[config.mk]
export PLATFORM = sky130hd
export DESIGN_NAME = mb_sata_bridge
export DESIGN_NICKNAME = d
export VERILOG_FILES = /design/src/rtl/mb_sata_bridge_pkg.sv /design/src/rtl/mb_sata_bridge_timer.sv /design/src/rtl/mb_sata_bridge.sv
export SDC_FILE = /design/constraint.sdc
export NUM_CORES = 1
export LEC_CHECK = 0
export ABC_AREA = 1
export BUFFER_PORTS_ARGS = -buffer_cell sky130_fd_sc_hd__buf_2
export CORE_UTILIZATION = 23
export DETAILED_ROUTE_END_ITERATION = 16
export PLACE_DENSITY_LB_ADDON = 0.05
export SYNTH_ARGS = -nofsm -noshare
export SYNTH_HDL_FRONTEND = slang
export SYNTH_SLANG_ARGS = --single-unit
[constraint.sdc]
create_clock -name CLK -period 1.5 [get_ports CLK]
set_input_delay 0.225 -clock CLK [delete_from_list [all_inputs] [get_ports CLK]]
set_output_delay 0.225 -clock CLK [all_outputs]
set_load 0.02 [all_outputs]
[src/rtl/mb_sata_bridge_pkg.sv]
// mb_sata_bridge_pkg: shared FSM state type and constants for the MicroBlaze-to-SATA register bridge
package mb_sata_bridge_pkg;
  typedef enum logic [2:0] {
    IDLE,
    HOLD_CHK,
    RD_WAIT,
    ACK,
    ERR_ACK,
    DONE
  } state_t;
  localparam int unsigned CTRL_ADDR_W = 5;
  localparam logic [3:0]  MB_FULL_BE  = 4'hF;
  localparam logic [31:0] ERR_RD_DATA = 32'h0;
endpackage

[src/rtl/mb_sata_bridge_timer.sv]
// mb_sata_bridge_timer: loadable down-counter whose flag marks the last cycle of a hold-wait window
module mb_sata_bridge_timer #(
  parameter int unsigned LOAD_VAL = 1024
) (
  input  logic clk_i,
  input  logic rst_n_i,
  input  logic load_i,
  input  logic en_i,
  output logic done_o
);
  localparam int unsigned W = $clog2(LOAD_VAL + 1);
  logic [W-1:0] cnt_q, cnt_d;
  assign cnt_d  = load_i ? W'(LOAD_VAL) : (en_i && cnt_q != '0) ? cnt_q - W'(1) : cnt_q;
  assign done_o = cnt_q == W'(1);
  always_ff @(posedge clk_i or negedge rst_n_i)
    if (!rst_n_i) cnt_q <= '0;
    else          cnt_q <= cnt_d;
endmodule

[src/rtl/mb_sata_bridge.sv]
// mb_sata_bridge: serialises MB register accesses onto per-channel SATA host register ports.
// Define MB_SATA_BRIDGE_TIMEOUT_EN to abort hold waits longer than TIMEOUT_CYCLES with an error ack.
module mb_sata_bridge
  import mb_sata_bridge_pkg::*;
#(
  parameter int unsigned NUM_CH         = 2,
  parameter int unsigned ADDR_LSB       = 2,
  parameter int unsigned READ_LATENCY   = 2,
  parameter int unsigned TIMEOUT_CYCLES = 1024
) (
  input  logic                   CLK,
  input  logic                   RESET_N,
  input  logic [31:0]            MB_ADDR,
  input  logic                   MB_CS,
  input  logic                   MB_RNW,
  input  logic [31:0]            MB_DATA_IN,
  input  logic [3:0]             MB_BE,
  output logic [31:0]            MB_DATA_OUT,
  output logic                   MB_RD_ACK,
  output logic                   MB_WR_ACK,
  output logic                   MB_ERROR,
  output logic [NUM_CH-1:0]      CTRL_READ_EN,
  output logic [NUM_CH-1:0]      CTRL_WRITE_EN,
  output logic [CTRL_ADDR_W-1:0] CTRL_ADDR_REG,
  output logic [31:0]            CTRL_DATA_OUT,
  input  logic [NUM_CH*32-1:0]   CTRL_DATA_IN,
  input  logic [NUM_CH-1:0]      SATA_WR_HOLD_IN,
  input  logic [NUM_CH-1:0]      SATA_RD_HOLD_IN
);
  localparam int unsigned CH_W = (NUM_CH > 1) ? $clog2(NUM_CH) : 1;
  state_t                 state_q, state_d;
  logic                   rnw_q, rnw_d;
  logic [CH_W-1:0]        ch_q, ch_d;
  logic [3:0]             lat_q, lat_d;
  logic [CTRL_ADDR_W-1:0] addr_q, addr_d;
  logic [31:0]            wdata_q, wdata_d;
  logic [31:0]            rdata_q, rdata_d;
  logic [CH_W-1:0]        mb_ch;
  logic                   bad_access;
  logic                   hold;
  logic                   fire;
  logic                   ack;
  logic                   tmo_expired;
  logic [NUM_CH-1:0]      strobe;
  logic                   unused_addr;
  assign unused_addr = ^MB_ADDR;
  assign mb_ch       = MB_ADDR[ADDR_LSB+5 +: CH_W];
  assign bad_access  = 32'(mb_ch) >= NUM_CH || (!MB_RNW && MB_BE != MB_FULL_BE);
  assign hold        = rnw_q ? SATA_RD_HOLD_IN[ch_q] : SATA_WR_HOLD_IN[ch_q];
  // Strobe is combinational on the hold bit so it lands in the first HOLD_CHK cycle the bit reads 0.
  assign fire          = state_q == HOLD_CHK && !hold;
  assign strobe        = fire ? NUM_CH'(1) << ch_q : '0;
  assign CTRL_READ_EN  = rnw_q ? strobe : '0;
  assign CTRL_WRITE_EN = rnw_q ? '0 : strobe;
  assign ack           = state_q == ACK || state_q == ERR_ACK;
  assign MB_RD_ACK     = ack && rnw_q;
  assign MB_WR_ACK     = ack && !rnw_q;
  assign MB_ERROR      = state_q == ERR_ACK;
  assign MB_DATA_OUT   = rdata_q;
  assign CTRL_ADDR_REG = addr_q;
  assign CTRL_DATA_OUT = wdata_q;
`ifdef MB_SATA_BRIDGE_TIMEOUT_EN
  mb_sata_bridge_timer #(
    .LOAD_VAL(TIMEOUT_CYCLES)
  ) u_timer (
    .clk_i  (CLK),
    .rst_n_i(RESET_N),
    .load_i (state_q == IDLE),
    .en_i   (state_q == HOLD_CHK),
    .done_o (tmo_expired)
  );
`else
  logic unused_tmo;
  assign unused_tmo  = TIMEOUT_CYCLES != 0;
  assign tmo_expired = 1'b0;
`endif
  always_comb begin
    state_d = state_q;
    rnw_d   = rnw_q;
    ch_d    = ch_q;
    lat_d   = lat_q;
    addr_d  = addr_q;
    wdata_d = wdata_q;
    rdata_d = rdata_q;
    case (state_q)
      IDLE:
        if (MB_CS) begin
          rnw_d = MB_RNW;
          ch_d  = mb_ch;
          if (bad_access) begin
            state_d = ERR_ACK;
            rdata_d = MB_RNW ? ERR_RD_DATA : rdata_q;
          end else begin
            state_d = HOLD_CHK;
            addr_d  = MB_ADDR[ADDR_LSB +: CTRL_ADDR_W];
            wdata_d = MB_DATA_IN;
          end
        end
      HOLD_CHK:
        if (!hold) begin
          state_d = rnw_q ? RD_WAIT : ACK;
          lat_d   = 4'(READ_LATENCY);
        end else if (tmo_expired) begin
          state_d = ERR_ACK;
          rdata_d = rnw_q ? ERR_RD_DATA : rdata_q;
        end
      RD_WAIT: begin
        lat_d = lat_q - 4'd1;
        if (lat_q == 4'd1) begin
          state_d = ACK;
          rdata_d = CTRL_DATA_IN[32*ch_q +: 32];
        end
      end
      ACK, ERR_ACK: state_d = DONE;
      DONE:         state_d = MB_CS ? DONE : IDLE;
      default:      state_d = IDLE;
    endcase
  end
  always_ff @(posedge CLK or negedge RESET_N)
    if (!RESET_N) begin
      state_q <= IDLE;
      rnw_q   <= 1'b0;
      ch_q    <= '0;
      lat_q   <= '0;
      addr_q  <= '0;
      wdata_q <= '0;
      rdata_q <= '0;
    end else begin
      state_q <= state_d;
      rnw_q   <= rnw_d;
      ch_q    <= ch_d;
      lat_q   <= lat_d;
      addr_q  <= addr_d;
      wdata_q <= wdata_d;
      rdata_q <= rdata_d;
    end
endmodule

* Yosys cells after proc, flatten, opt, wreduce, memory -nomap -nowiden
Index checks and enable logic that the tools add are counted.
W data, S select, Z words.
** Operators by class
- Add/subtract/negate cells :: 1
- Order comparisons :: 1
- Eq/ne operators :: 12
- Shifts and indexed selects :: 2
- Mux-type cells :: 22
- Bitwise operators :: 1
- Reductions and logical operators :: 17
** Operators by type and width (number)
- $mux W32 :: 4
- $pmux W32 S2 :: 1
- $shiftx A64 B7 Y32 :: 1
- $mux W3 :: 5
- $pmux W3 S5 :: 1
- $ne A2 B2 Y1 const B :: 5
- $pmux W4 S2 :: 1
- $eq A3 B2 Y1 const B :: 2
- $eq A3 B3 Y1 const B :: 2
- $mux W1 :: 6
- $mux W2 :: 3
- $reduce_and A3 Y1 :: 2
- $reduce_and A5 Y1 :: 1
- $eq A4 B1 Y1 const B :: 1
- $logic_and A1 B1 Y1 :: 4
- $mux W4 :: 1
- $ne A4 B4 Y1 const B :: 1
- $reduce_and A2 Y1 :: 2
- $reduce_bool A2 Y1 :: 2
- $sub A4 B1 Y4 const B :: 1
- $eq A3 B1 Y1 const B :: 1
- $logic_not A1 Y1 :: 3
- $logic_not A3 Y1 :: 1
- $lt A1 B2 Y1 const B :: 1
- other kinds (4) :: 4
** Storage, ports and cells
- Register bits after elaboration :: 78
- Input bits :: 140
- Output and inout port bits :: 76
- Word-level logic and storage cells :: 63

* Longest topological paths before layout
Gate-level depths: netlist of the first run.
- Word-level depth :: 7
- Depth in mapped cells :: 9
- Gate-level depth less buffers :: 8

* Least setup slack after synthesis of the first run
No wires, ideal clock.
- Path kind :: register -> output
- Start :: register ch_q
- End :: output CTRL_READ_EN[0]
- Data arrival time :: 1.285 ns
- Required time :: 1.275 ns
- Setup slack :: -0.010 ns
- Cell stages (with the launch flop) :: 8
- Path buffers :: 1
- Cells stage by stage :: dfrtp_1 > buf_4 > inv_2 > nand2_1 > nand3_1 > nand2_1 > nand2_1 > nor3_1
** On the way
- Word-level cells in the longest chain between the ends :: 7
- Elaborated cells on any way between the ends :: 10
- Classes of those cells :: 1 x shift; 7 x mux; 2 x reduce/logical
** Ends and longest elaborated chain
- start: declaration :: line mb_sata_bridge.sv:33 : logic [CH_W-1:0] ch_q, ch_d;
- start signal: assignment :: line mb_sata_bridge.sv:131 : ch_q <= ch_d;
- $mux W1 (implied by the code) (2 in a row) :: line mb_sata_bridge.sv:49 : assign hold = rnw_q ? SATA_RD_HOLD_IN[ch_q] : SATA_WR_HOLD_IN[ch_q];
- $mux W1 :: line mb_sata_bridge.sv:49
- $logic_not A1 Y1
- $logic_and A1 B1 Y1 :: line mb_sata_bridge.sv:51 : assign fire = state_q == HOLD_CHK && !hold;
- $mux W2 * :: line mb_sata_bridge.sv:52 : assign strobe = fire ? NUM_CH'(1) << ch_q : '0;
- $mux W2 * :: line mb_sata_bridge.sv:53 : assign CTRL_READ_EN = rnw_q ? strobe : '0;
- end: declaration :: line mb_sata_bridge.sv:22 : output logic [NUM_CH-1:0] CTRL_READ_EN,
Mark *: on every way between the ends. The rest lies on a longest branch, timed or not. The select of a mux whose other input is x is not followed.

* Worst setup path in the final report of the first run
Ends and elaborated chain as after synthesis.

==> summary.md, run 1 <==
| Metric | Value |
|---|---|
| Status | finished, violations left |
| Failing checks | setup timing |
| Worst Setup Start Kind | flip-flop |
| Ys flop type | dfrtp_1 |
| Worst R2R Path Depth | 8 |
| Post-Syn Instances | 429 |
| RSZ-0062 raised after global routing | true |
| Placed cell areas | 5130 sq um |
| WHS | 0.0852 ns |
| Final Slew Violations | 0 |
| Drt first pass iters | 4 |
| Final Critical Period | 1.64 ns |
| Grt ovf | 0 |
| Drt drc | 0 |
| Syn_area_per_cell | 8.90 sq um |
| Commonest cells in the synthesized netlist | 130 x nand2_1, 78 x dfrtp_1, 54 x o21ai_1, 33 x or2_2, 21 x o21ai_0 |
| Worst r2r dst | MB_DATA_OUT[29] |
| Initial drt markers | 110 |
| Crit path kind | reg2out |
| CTS Buf Count | 9 |
| I/O Buffers | 189 |
| Die area | 17100 sq um |
| Post-Route WL | 13.3 mm |
| PwrDens | 2020 nW/um^2 |
| Register area | 1960 sq um |
| Rows | 46 |
| Clock-pin slew on the worst setup and hold paths | 0.06 ns |
| Max Buffers Root-to-Sink | 2 |
| Min-delay worst type | in2reg |
| Worst slack, placed | -0.0650 ns |
| Routed vias | 3787 |
| Cell variety after synth | 28 |
| Synth Register Bits | 78 |
| Worst setup endpoint | CTRL_READ_EN[0] |
| Arr. time, crit path | 1.41 ns |
| Max Fanout on Critical Path | 5 |
| Die width | 131 microns |
| Crit-path cells | nand2_1 -> nand3_2 -> nand2_4 -> nand2_4 -> nor3_2 -> buf_4 |
| CP peak stage delay | 0.45 ns |
| N_diodes | 0 |
| Final instance area | 6160 sq um |
| Worst path depth | 6 |
| Post-DR vias/cell | 4.33 |
| Multi-input logic area | 1880 sq um |
| Vias in the first global route | 3429 |
| Initial cell density of the core | 23.8% |
| Hpwl dp | 8.36 mm |
| Count leader, synth | nand2_1 |
| Post-Synthesis Cell Area | 3820 sq um |
| Yosys top cell area share | 51.1% |
| Number of synthesized flops with an enable pin | 0 |
| Final Cycle Share | 109% |
| Asr flop ratio synth | 100% |
| R2r startpoint | lat_q[1] |
| Req. time, crit path | 1.27 ns |
| Post-synth top area cell | dfrtp_1 |
| Filler cells | 1700 |
| Simple-gate portion of the synthesized area | 23.3% |
| Final Setup Violations | 51 |
| Worst slew margin | 70.6% |
| Sequential element share of the synthesized area | 51.1% |
| Slew @ Worst Pin | 0.439 ns |
| Buf+Inv Stages, Crit Path | 1 |
| Fin. Hold Viols | 0 |
| Final Skew | 0.00304 ns |
| Core ar. | 16100 sq um |
| First-pass GRT wire length | 17.5 mm |
| Proportion of layout cells with a drive suffix above 1 | 55.8% |
| Family with the most delay on the worst path | flip-flops |
| Top cell by count, worst path | nand2_4 |
| Routability congestion estimate | 0.728 |
| Yosys warnings | 0 |
| Adder-cell share of the synthesized area | 0.656% |
| XOR/XNOR share of the synthesized area | 0% |
| FMAX | 0.612 GHz |
| Fin worst setup slack | -0.135 ns |
| Tot GR Track Use | 13.5% |
| Critical Path Slowest Stage Cell | dfrtp_2 |
| Pin count of the biggest net entering global routing | 42 |
| Post-route ant nets | 0 |
| P_leak | 3.13 nW |
| R2R Setup Slk | -0.06 ns |
| Synth Area in Compound Gates | 18.3% |
| Initial antenna violation count | 0 |
| Die Span Y | 131 microns |
| Clk sinks | 78 |
| Critical path origin | ch_q |
| Number of nets in the layout | 797 |
| Largest family of logic cells by synthesized area | simple AND/OR/NAND/NOR gates |
| TritonCTS clock tree | yes |
| CP endpoint kind | primary output |
| Root Buffer | clkbuf_16 |
| Area grow syn2layout | 61.4% |
| Top post-synthesis cells by area | dfrtp_1 51%, nand2_1 13%, o21ai_1 7.1% |
| Setup TNS | -1.71 ns |
| Synthesized Nets | 571 |
| Final Total Pwr | 12.4 mW |
| Routed WL per cell | 15.2 microns |
| Max-Cap Viols | 0 |
| Post-synthesis mux area share | 0% |
| Later-pin clock latency in the skew report | 0.34 ns |
| CTS H-tree lvls | 3 |
| I/O Pins | 216 |
| Worst IR Drop VDD | 0.000696 V |
-- logic make-up after synthesis --
group / after synthesis
AO/OA/AOI/OAI: 109
adder cells (fa/ha/maj): 2
buffers and inverters: 46
flip-flops: 78
AND/OR/NAND/NOR: 194
-- what timing repair did --
item,in CTS,in global routing
setup buffers,8,4
resized for setup,29,73
hold buffers,1,0
pin swaps,8,8
hold endpoints to repair,78,0
cloned,0,17
endpoints found under the setup margin,6,82
-- sequential cells by signal (all words and copies together) (netlist names) --
register and count:
CTRL_DATA_OUT 32, MB_DATA_OUT 32, CTRL_ADDR_REG 5, lat_q 4, state_q 3, ch_q 1, rnw_q 1
-- routing by layer --
layer | vias up | wire length [microns] | track usage (%)
met5 | - | 0 | 0
met4 | 0 | 155 | 5.88
met3 | 11 | 844 | 3.87
met2 | 122 | 6520 | 22.1
met1 | 1775 | 5810 | 16.6
li1 | 1879 | - | -
-- final cells by class --
type / count / share of cell area (%)
Clock buffer: 12 / 4.00
Inverter: 18 / 1.14
Clock inverter: 2 / 0.162
Sequential cell: 78 / 31.7
Multi-Input combinational cell: 306 / 30.4
Tap cell: 216 / 4.39
Timing Repair Buffer: 242 / 28.1
-- where the power goes --
part | switching, mW | total, mW | internal (mW)
Clock | 0.841 | 1.98 | 1.14
Sequential | 0.617 | 3.69 | 3.07
Combinational | 3.92 | 6.74 | 2.83
-- placed cells by master, fill, tap and decap left out, types with 2 or more instances in the layout --
cell type  synthesis  layout
buf_2              7     181
nand2_1          130     101
dfrtp_1           78      75
o21ai_1           54      43
or2_2             33      33
buf_4              6      24
o211ai_1          18      18
o21ai_0           21      18
clkbuf_16          0      18
nand2_2            2      17
o211ai_2          14      14
o21ai_2            0      14
nand2_4            1      13
buf_6              5      13
inv_1             14      11
buf_12             0      11
nor2_1            10       9
inv_2              4       6
nand3_1            9       5
nand3_2            0       4
nand4_1            3       3
dfrtp_2            0       3
buf_8              1       3
nor3_2             0       2
nand2_8            0       2
nand3_4            1       2
ha_1               2       2
clkbuf_1           7       2
clkinv_2           0       2
-- metrics by stage --
stage / util [%] / instances
after floorplan: - / 429
after global placement: 32.0 / 830
after detailed placement: 32.0 / 830
after CTS: 34.5 / 853
after global routing: 38.4 / 874
final: 38.4 / 874
-- worst reg2reg max path, cell delays in order, from the launching register on --
cell       delay [ns]
dfrtp_1          0.40
inv_1            0.11
ha_1             0.17
nand3_2          0.14
nand2_8          0.11
nand3_4          0.17
clkbuf_16        0.24
nand2_2          0.05
o21ai_1          0.05
-- worst min-delay path by stage --
stage                     cells past startpoint            from  slack (ns)           endpoint
after detailed placement                      1         RESET_N        0.06    MB_DATA_OUT[10]
after global routing                          3  MB_DATA_IN[11]        0.08  CTRL_DATA_OUT[11]
after CTS                                     3  MB_DATA_IN[13]        0.07  CTRL_DATA_OUT[13]
after global placement                        1         RESET_N        0.06    MB_DATA_OUT[10]
after floorplan                               0         RESET_N       -0.07   CTRL_ADDR_REG[0]
final                                         3      MB_ADDR[6]        0.09   CTRL_ADDR_REG[4]
Power figures use the tool's default switching activity.
==> run 2, diff against run 1 <==
clock period = 1.4 ns   (was 1.5 ns; I/O delays follow)
==> run 2 against run 1 <==
  * The flow still finishes with violations (setup timing)
  * Final cell count up 3.1%
  * Sequential share of layout area down 3.6 points
  * Sequential power grew 8.9%
  * Power is 25% higher
  * Largest power group unchanged
  * Clock power increased by 40%
  * Cell area rose by 13%
==> summary.md, run 2 (synthesis gave the netlist of run 1 again) <==
| Metric | Value |
|---|---|
| Status | finished, violations left |
| Failing checks | setup timing |
| Die width | 131 microns (unchanged) |
| Proportion of layout cells with a drive suffix above 1 | 69.9% (+14 points) |
| Share of power burned in registers | 26.0% (-3.7 points) |
| Area grow syn2layout | 81.9% |
| Drt drc | 0 (unchanged) |
| Clk network pwr share | 17.9% (+1.9 points) |
| Max Fanout on Critical Path | 5 (unchanged) |
| Grt ovf | 0 (unchanged) |
| Critical Path Slowest Stage Cell | dfrtp_1 |
| P_leak | 3.50 nW (+12%) |
| Critical path origin | ch_q |
| Worst slew margin | 69.3% (-1.3 points) |
| Post-route ant nets | 0 (unchanged) |
| Commonest cells after routing, fill and taps aside | 181 x buf_2, 78 x dfrtp_1, 57 x nand2_1 |
| Core ar. | 16100 sq um (unchanged) |
| Placed cell areas | 5210 sq um (+1.6%) |
| Crit-path cells | inv_2 -> nand2_2 -> nand3_2 -> nand2_4 -> nand2_4 -> nor3_4 -> buf_6 |
| I/O Pins | 216 (unchanged) |
| Routability congestion estimate | 0.716 (-1.6%) |
| I/O Buffers | 189 (unchanged) |
| Final Setup Violations | 77 (+51%) |
| Fin. Hold Viols | 0 (unchanged) |
| Initial drt markers | 67 (-39%) |
| Final Cycle Share | 120% |
| Int Power | 9.08 mW (+29%) |
| Clock-pin slew on the worst setup and hold paths | 0.07 ns (about the same) |
| Vias in the first global route | 3833 (+12%) |
| Clk sinks | 78 (unchanged) |
| Worst IR Drop VDD | 0.00106 V (+53%) |
| Slew @ Worst Pin | 0.461 ns (+0.0222 ns) |
| Placed cell count | 841 (+1.3%) |
| Top cell by count, worst path | nand2_4 |
| Die area | 17100 sq um (unchanged) |
| Combinational power share | 56.1% (+1.8 points) |
| Final Slew Violations | 0 (unchanged) |
| Req. time, crit path | 1.19 ns (-0.08 ns) |
| CP endpoint kind | primary output |
| N_diodes | 0 (unchanged) |
| Family with the most delay on the worst path | simple AND/OR/NAND/NOR gates |
| PwrDens | 2230 nW/um^2 (+10%) |
| Routed WL per cell | 14.7 microns (-3.8%) |
| CP peak stage delay | 0.41 ns (-0.04 ns) |
| Tot GR Track Use | 15.2% (+1.7 points) |
| Sw Share | 41.3% (-2.0 points) |
| Initial cell density of the core | 23.8% (unchanged) |
| CTS H-tree lvls | 3 (unchanged) |
| Post-Route WL | 13.2 mm (-0.81%) |
| FMAX | 0.597 GHz |
| Fin worst setup slack | -0.274 ns (-0.139 ns) |
| Rows | 46 (unchanged) |
| Crit path kind | reg2out |
| Layout Cells excl Fill | 901 (+3.1%) |
| Worst Hold Launch | MB_DATA_IN[3] |
| Final instance area | 6940 sq um (+13%) |
| Drt first pass iters | 4 (unchanged) |
| Most common cell after layout, fill and taps aside | buf_2 |
| RSZ-0062 raised after global routing | true |
| Max Buffers Root-to-Sink | 2 (unchanged) |
| Buf+Inv Stages, Crit Path | 2 (+1) |
| Max-Cap Viols | 0 (unchanged) |
| R2r startpoint | state_q[0] |
| Number of nets in the layout | 822 (+3.1%) |
| Net Switching | 6.38 mW (+19%) |
| First-pass GRT wire length | 19.7 mm (+12%) |
| Min-delay worst type | in2reg |
| Arr. time, crit path | 1.46 ns (+0.05 ns) |
| Die Span Y | 131 microns (unchanged) |
| Post-DR vias/cell | 4.44 (+2.5%) |
| Later-pin clock latency in the skew report | 0.34 ns (about the same) |
| Routed vias | 4003 (+5.7%) |
| Final Critical Period | 1.67 ns |
| Worst Setup Start Kind | flip-flop |
| CTS Buf Count | 9 (unchanged) |
| Pin count of the biggest net entering global routing | 79 (+88%) |
| Hpwl dp | 7.97 mm (-4.7%) |
| Root Buffer | clkbuf_16 |
| Initial antenna violation count | 0 (unchanged) |
| TritonCTS clock tree | yes |
| Final Skew | 0.00745 ns (+0.00441 ns) |
==> run 2: worst reg2reg max path: cells and delay by family, from the launching register on <==
kind,cells,cell delay (ns)
AND/OR/NAND/NOR,4,0.47
AO/OA/AOI/OAI,1,0.06
buffers and inverters,4,0.59
flip-flops,1,0.42
==> run 2: metal layers <==
| layer | part of all wire, % | wire length [microns] | GRT usage [%] |
|---|---|---|---|
| met5 | 0 | 0 | 0 |
| met4 | 1.1 | 146 | 4.26 |
| met3 | 7.2 | 954 | 5.01 |
| met2 | 50 | 6650 | 26.8 |
| met1 | 41 | 5470 | 17.5 |
==> run 2: worst paths after layout <==
kind                                      to  slack [ns]  cells after the start
min                         CTRL_DATA_OUT[3]        0.06                      3
min in group asynchronous     MB_DATA_OUT[6]        0.47                      3
max in group asynchronous  CTRL_DATA_OUT[26]        0.58                      3
min reg2reg                 CTRL_ADDR_REG[0]        0.48                      2
max                          CTRL_READ_EN[0]       -0.27                      7
max reg2reg                  MB_DATA_OUT[28]       -0.21                      9
==> run 2: power groups by stage <==
stage                     logic [mW]  registers [mW]  clock network [mW]
after floorplan                 2.52            4.98                   0
after global placement          5.99            3.83                   0
after detailed placement        6.02            3.84                   0
after CTS                       7.69            3.89                2.87
after global routing            9.38            4.14                2.95
final                           8.67            4.02                2.77
==> run 2: through the flow <==
stage | TNS (ns) | util (%) | total power, mW | hold slack [ns] | setup WS (ns)
after floorplan | -0.191 | - | 7.50 | -0.0856 | -0.0953
after global placement | -0.725 | 32.5 | 9.82 | 0.286 | -0.0299
after detailed placement | -1.50 | 32.5 | 9.86 | 0.283 | -0.0470
after CTS | -11.79 | 40.1 | 14.5 | 0.0460 | -0.280
after global routing | -19.35 | 43.2 | 16.5 | 0.0551 | -0.358
final | -12.62 | 43.2 | 15.5 | 0.0598 | -0.274
==> run 2: what timing repair did <==
action                     CTS  global route
gates cloned                10             6
setup endpoints to repair   72            85
pin swaps                   11            31
hold endpoints to repair    78             0
hold buffers                 1             0
resized for setup          114           136
buffers inserted            28            10
==> run 2: final cells by class <==
cell class	instances	area [sq um]
Fill cell	1605	9110
Multi-Input combinational cell	305	2200
Timing Repair Buffer	268	2100
Sequential cell	78	1950
Tap cell	216	270
Clock buffer	11	243
Clock inverter	5	106
Inverter	18	72.6
